[config.mk]
export PLATFORM = sky130hd
export DESIGN_NAME = dual_ram_arbiter
export DESIGN_NICKNAME = d
export VERILOG_FILES = /design/src/rtl/dual_ram_arbiter.sv
export SDC_FILE = /design/constraint.sdc
export NUM_CORES = 1
export LEC_CHECK = 0
export CAP_MARGIN = 30
export CORE_MARGIN = 4
export CORE_UTILIZATION = 37
export DETAILED_ROUTE_END_ITERATION = 10
export PLACE_DENSITY = 0.76
export REMOVE_ABC_BUFFERS = 1
export SLEW_MARGIN = 20
export SYNTH_ARGS = -nofsm -noshare
export SYNTH_HDL_FRONTEND = slang
export SYNTH_SLANG_ARGS = --single-unit
[constraint.sdc]
create_clock -name i_clk -period 1.2 [get_ports i_clk]
set_input_delay 0.24 -clock i_clk [delete_from_list [all_inputs] [get_ports i_clk]]
set_output_delay 0.24 -clock i_clk [all_outputs]
set_load 0.02 [all_outputs]
[src/rtl/dual_ram_arbiter.sv]
// Round-robin arbiter/sequencer sharing one dual_ram between two writers and two readers.
// RAM controls are registered; read data is returned tagged to the winning reader.
module dual_ram_arbiter #(
  parameter int WIDTH = 8,
  parameter int ADDR  = 4
) (
  input  logic             i_clk,
  input  logic             i_reset,
  input  logic             i_wreq0,
  input  logic             i_wreq1,
  input  logic [ADDR-1:0]  i_waddr0,
  input  logic [ADDR-1:0]  i_waddr1,
  input  logic [WIDTH-1:0] i_wdata0,
  input  logic [WIDTH-1:0] i_wdata1,
  output logic             o_wgnt0,
  output logic             o_wgnt1,
  input  logic             i_rreq0,
  input  logic             i_rreq1,
  input  logic [ADDR-1:0]  i_raddr0,
  input  logic [ADDR-1:0]  i_raddr1,
  output logic             o_rgnt0,
  output logic             o_rgnt1,
  output logic             o_rvalid0,
  output logic             o_rvalid1,
  output logic [WIDTH-1:0] o_rdata,
  output logic             o_ram_write,
  output logic [ADDR-1:0]  o_ram_wr_addr,
  output logic [WIDTH-1:0] o_ram_data_in,
  output logic             o_ram_read,
  output logic [ADDR-1:0]  o_ram_rd_addr,
  input  logic [WIDTH-1:0] i_ram_data_out
);

  logic             w_wgnt0;
  logic             w_wgnt1;
  logic             w_wdone;
  logic             w_rgnt0;
  logic             w_rgnt1;
  logic             w_rdone;
  logic             w_collide;
  logic [WIDTH-1:0] w_rdata_mux;

  logic             r_wptr;
  logic             r_rptr;
  logic             r_ram_write;
  logic [ADDR-1:0]  r_ram_wr_addr;
  logic [WIDTH-1:0] r_ram_data_in;
  logic             r_ram_read;
  logic [ADDR-1:0]  r_ram_rd_addr;
  logic             r_tag;
  logic             r_rvalid0;
  logic             r_rvalid1;
  logic             r_fwd;
  logic [WIDTH-1:0] r_fwd_data;
  logic [WIDTH-1:0] r_rdata_hold;

  // Grants are held low during reset so no transfer can complete while it is asserted.
  assign w_wgnt0 = i_reset & i_wreq0 & (~i_wreq1 | ~r_wptr);
  assign w_wgnt1 = i_reset & i_wreq1 & (~i_wreq0 |  r_wptr);
  assign w_rgnt0 = i_reset & i_rreq0 & (~i_rreq1 | ~r_rptr);
  assign w_rgnt1 = i_reset & i_rreq1 & (~i_rreq0 |  r_rptr);

  assign w_wdone = w_wgnt0 | w_wgnt1;
  assign w_rdone = w_rgnt0 | w_rgnt1;

  always_ff @(posedge i_clk or negedge i_reset) begin
    if (!i_reset) begin
      r_wptr <= 1'b0;
      r_rptr <= 1'b0;
    end else begin
      if (w_wgnt0)      r_wptr <= 1'b1;
      else if (w_wgnt1) r_wptr <= 1'b0;
      if (w_rgnt0)      r_rptr <= 1'b1;
      else if (w_rgnt1) r_rptr <= 1'b0;
    end
  end

  always_ff @(posedge i_clk or negedge i_reset) begin
    if (!i_reset) begin
      r_ram_write   <= 1'b0;
      r_ram_wr_addr <= '0;
      r_ram_data_in <= '0;
    end else begin
      r_ram_write <= w_wdone;
      if (w_wdone) begin
        r_ram_wr_addr <= w_wgnt1 ? i_waddr1 : i_waddr0;
        r_ram_data_in <= w_wgnt1 ? i_wdata1 : i_wdata0;
      end
    end
  end

  always_ff @(posedge i_clk or negedge i_reset) begin
    if (!i_reset) begin
      r_ram_read    <= 1'b0;
      r_ram_rd_addr <= '0;
      r_tag         <= 1'b0;
    end else begin
      r_ram_read <= w_rdone;
      if (w_rdone) begin
        r_ram_rd_addr <= w_rgnt1 ? i_raddr1 : i_raddr0;
        r_tag         <= w_rgnt1;
      end
    end
  end

  // The RAM returns old contents on a same-address read/write, so the write data is replayed.
  assign w_collide = r_ram_write & r_ram_read & (r_ram_wr_addr == r_ram_rd_addr);

  always_ff @(posedge i_clk or negedge i_reset) begin
    if (!i_reset) begin
      r_rvalid0    <= 1'b0;
      r_rvalid1    <= 1'b0;
      r_fwd        <= 1'b0;
      r_fwd_data   <= '0;
      r_rdata_hold <= '0;
    end else begin
      r_rvalid0    <= r_ram_read & ~r_tag;
      r_rvalid1    <= r_ram_read &  r_tag;
      r_fwd        <= w_collide;
      r_fwd_data   <= r_ram_data_in;
      r_rdata_hold <= o_rdata;
    end
  end

  assign w_rdata_mux = r_fwd ? r_fwd_data : i_ram_data_out;

  assign o_rdata       = (r_rvalid0 | r_rvalid1) ? w_rdata_mux : r_rdata_hold;
  assign o_wgnt0       = w_wgnt0;
  assign o_wgnt1       = w_wgnt1;
  assign o_rgnt0       = w_rgnt0;
  assign o_rgnt1       = w_rgnt1;
  assign o_rvalid0     = r_rvalid0;
  assign o_rvalid1     = r_rvalid1;
  assign o_ram_write   = r_ram_write;
  assign o_ram_wr_addr = r_ram_wr_addr;
  assign o_ram_data_in = r_ram_data_in;
  assign o_ram_read    = r_ram_read;
  assign o_ram_rd_addr = r_ram_rd_addr;

endmodule

==> reports/results.ini <==
[cts]
clk_latency_ps=290
numCtsBuffers=5
clockBufferDepth=2
cts-root-buf=clkbuf_8
clkSinkCount=40
cts_tree=done
htreeDepth=2
clk_pin_slew_ps=80

[critical_path]
crit_fanout=8
cp-end-kind=output port
cp.arrival_ps=1380
critPathKind=register to output port
reg2reg_slack_ps=-60
worst_ep_required_time_ps=960
startpoint_type=register

[logic_synthesis]
synthCells=169
ys_types=25
syn_avg_cell_area_sq_um=10.2
synth_largest_area_cell=dfrtp_1
synth_top_area_share=0.583
syn_area_sq_mm=0.00172
seq_area_frac_synth=0.583
synth_area_leaders=dfrtp_1 (58%), a31oi_1 (5.8%), nor2_1 (5.7%)
ys_ff_latch=40
ys_warn_count=0

[timing]
setup_viol=20
slew_headroom=0.731
min_period_ps=1620
fmax_mhz=617
min_period_over_period=1.35
worst_slack_ps=-420
skew_ps=7.95
tightestPinTransition_ps=404
final_max_slew_viol_count=0
rsz0062_at_grt=true
finalHoldViolations=0

[floorplanning]
chipWidth_um=76.1
start_util=0.389
fp-row-count=24
die_y_um=76.1
ios=78
dieArea_sq_mm=0.00580
core_sq_mm=0.00441

[routing]
met1_length_mm=2.08
num_vias=1735
firstDrtPassIters=4
wl_met3_um=306
route.detailed.drc=0
antenna_left=0
routed_wl_mm=5.39
wire_per_inst_um=15.6
via_per_inst=5.01
wl_met2_mm=2.88
maxUsedRoutingLayer=met4
drt_iter0_drc=55

[global_route]
grt_pass1_wl_mm=8.50
overflow=0
antenna_found_initial=0
grt_pass1_vias=1788
grt_max_degree=33
track_usage=0.179

[cells_and_area]
layout.nets=339
drive_gt1_frac=0.425
final_area_sq_mm=0.00310
syn2layout_area_growth_pct=80.3
mostFrequentLayoutCells=buf_4 (47), clkdlybuf4s50_1 (40), dfrtp_1 (40)
antenna_cells=0
mostFrequentLayoutCell=buf_4

[power]
powerDensity_mw_per_mm2=1410
vdd_drop_max_mv=0.855
p_leak_nw=1.33

[placement]
postPlaceCellArea_sq_mm=0.00276
pre_cts_slack_ps=-690
gp_congestion=0.818
hpwlAfterDp_mm=3.65
portBuffers=77

[run]
cap_violations=0

[run_status]
outcome=finished, violations left
violations=setup timing

[worst_hold_path]
min_path_type=input port to asynchronous set/reset pin

[cells in the mapped netlist]
library cell  number
or2_2              1
and2b_1            1
nor2_1            26
a31oi_1           16
nor2b_1            2
clkbuf_2           3
nor4_1             1
xor2_1             3
o21a_2             1
mux2i_1            8
inv_1              1
buf_2              4
nand2b_1           2
xnor2_1            1
nand3_1           17
and2_1             2
nand2_1            6
o21a_1             1
o21ai_0           18
buf_6              2
a21oi_1           10
dfrtp_1           40
o22ai_1            1
and2_2             1
buf_4              1
[logic make-up (layout without fill, tap and decap cells)]
family	count (synthesis)	in the layout	synth area share
AOI/OAI and AO/OA	47	47	0.153
buffers and inverters	11	135	0.0401
DFF	40	40	0.583
muxes	8	8	0.0466
and+or+nand+nor	59	60	0.157
xor gates and xnor gates	4	4	0.0204
[layer usage]
layer | GRT usage | vias to the layer above
met1 | 0.204 | 824
met2 | 0.324 | 53
li1 | - | 847
met5 | 0 | -
met4 | 0.0559 | 0
met3 | 0.0473 | 11
[state kept, by name, summed over array words and instances, names as in the netlist]
signal         cells
o_ram_rd_addr      4
r_wptr             1
o_rvalid1          1
o_rvalid0          1
o_ram_write        1
r_rdata_hold       8
r_tag              1
r_fwd_data         8
o_ram_data_in      8
r_rptr             1
r_fwd              1
o_ram_read         1
o_ram_wr_addr      4
[stage by stage]
step	TNS [ps]	total power [mW]	hold WS, ps	util	cells
2_1_floorplan	-4350	2.26	-55.6	-	159
3_3_place_gp	-14140	3.05	89.5	0.625	323
3_5_place_dp	-14360	3.09	93.1	0.625	323
4_1_cts	-4840	4.24	129	0.677	342
5_1_grt	-5050	4.62	145	0.702	346
6_report	-3840	4.37	131	0.702	346
[where the power goes]
group	switching, mW	leakage (nW)	internal (mW)
Combinational	0.786	0.815	0.807
Sequential	0.126	0.456	1.57
Clock	0.458	0.0552	0.617
Total	1.37	1.33	3.00
[timing repair]
action / CTS / global route
buffers inserted: 8 / 3
hold buffers: 2 / 1
resized for setup: 150 / 65
endpoints found under the hold margin: 2 / 1
endpoints found under the setup margin: 44 / 38
pin swaps: 5 / 8
cloned: 1 / 1
[path summary, 6_finish.rpt]
path                       cells past startpoint                to  startpoint
max in group asynchronous                      3  o_ram_data_in[5]     i_reset
min                                            2  o_ram_wr_addr[3]     i_reset
min reg2reg                                    1         o_rvalid0       r_tag
min in group i_clk                             3            r_rptr     i_reset
max reg2reg                                    5  o_ram_wr_addr[0]      r_wptr
max                                            4        o_rdata[7]   o_rvalid1
[layout make-up]
class,instances,area [sq um]
well taps,52,65.1
multi-input cells,119,808
inverters,1,3.75
clock buffers,6,72.6
clock inverters,2,35.0
flip-flops and latches,40,1000
fillers,353,1320
repair buffers,126,1110
[worst max-delay path, stage by stage (launching register included)]
cell	delay, ps
dfrtp_1	410
or2_4	350
nor2_2	130
a21oi_2	40
buf_4	160
No activity file was read; power rests on OpenSTA's default activity.
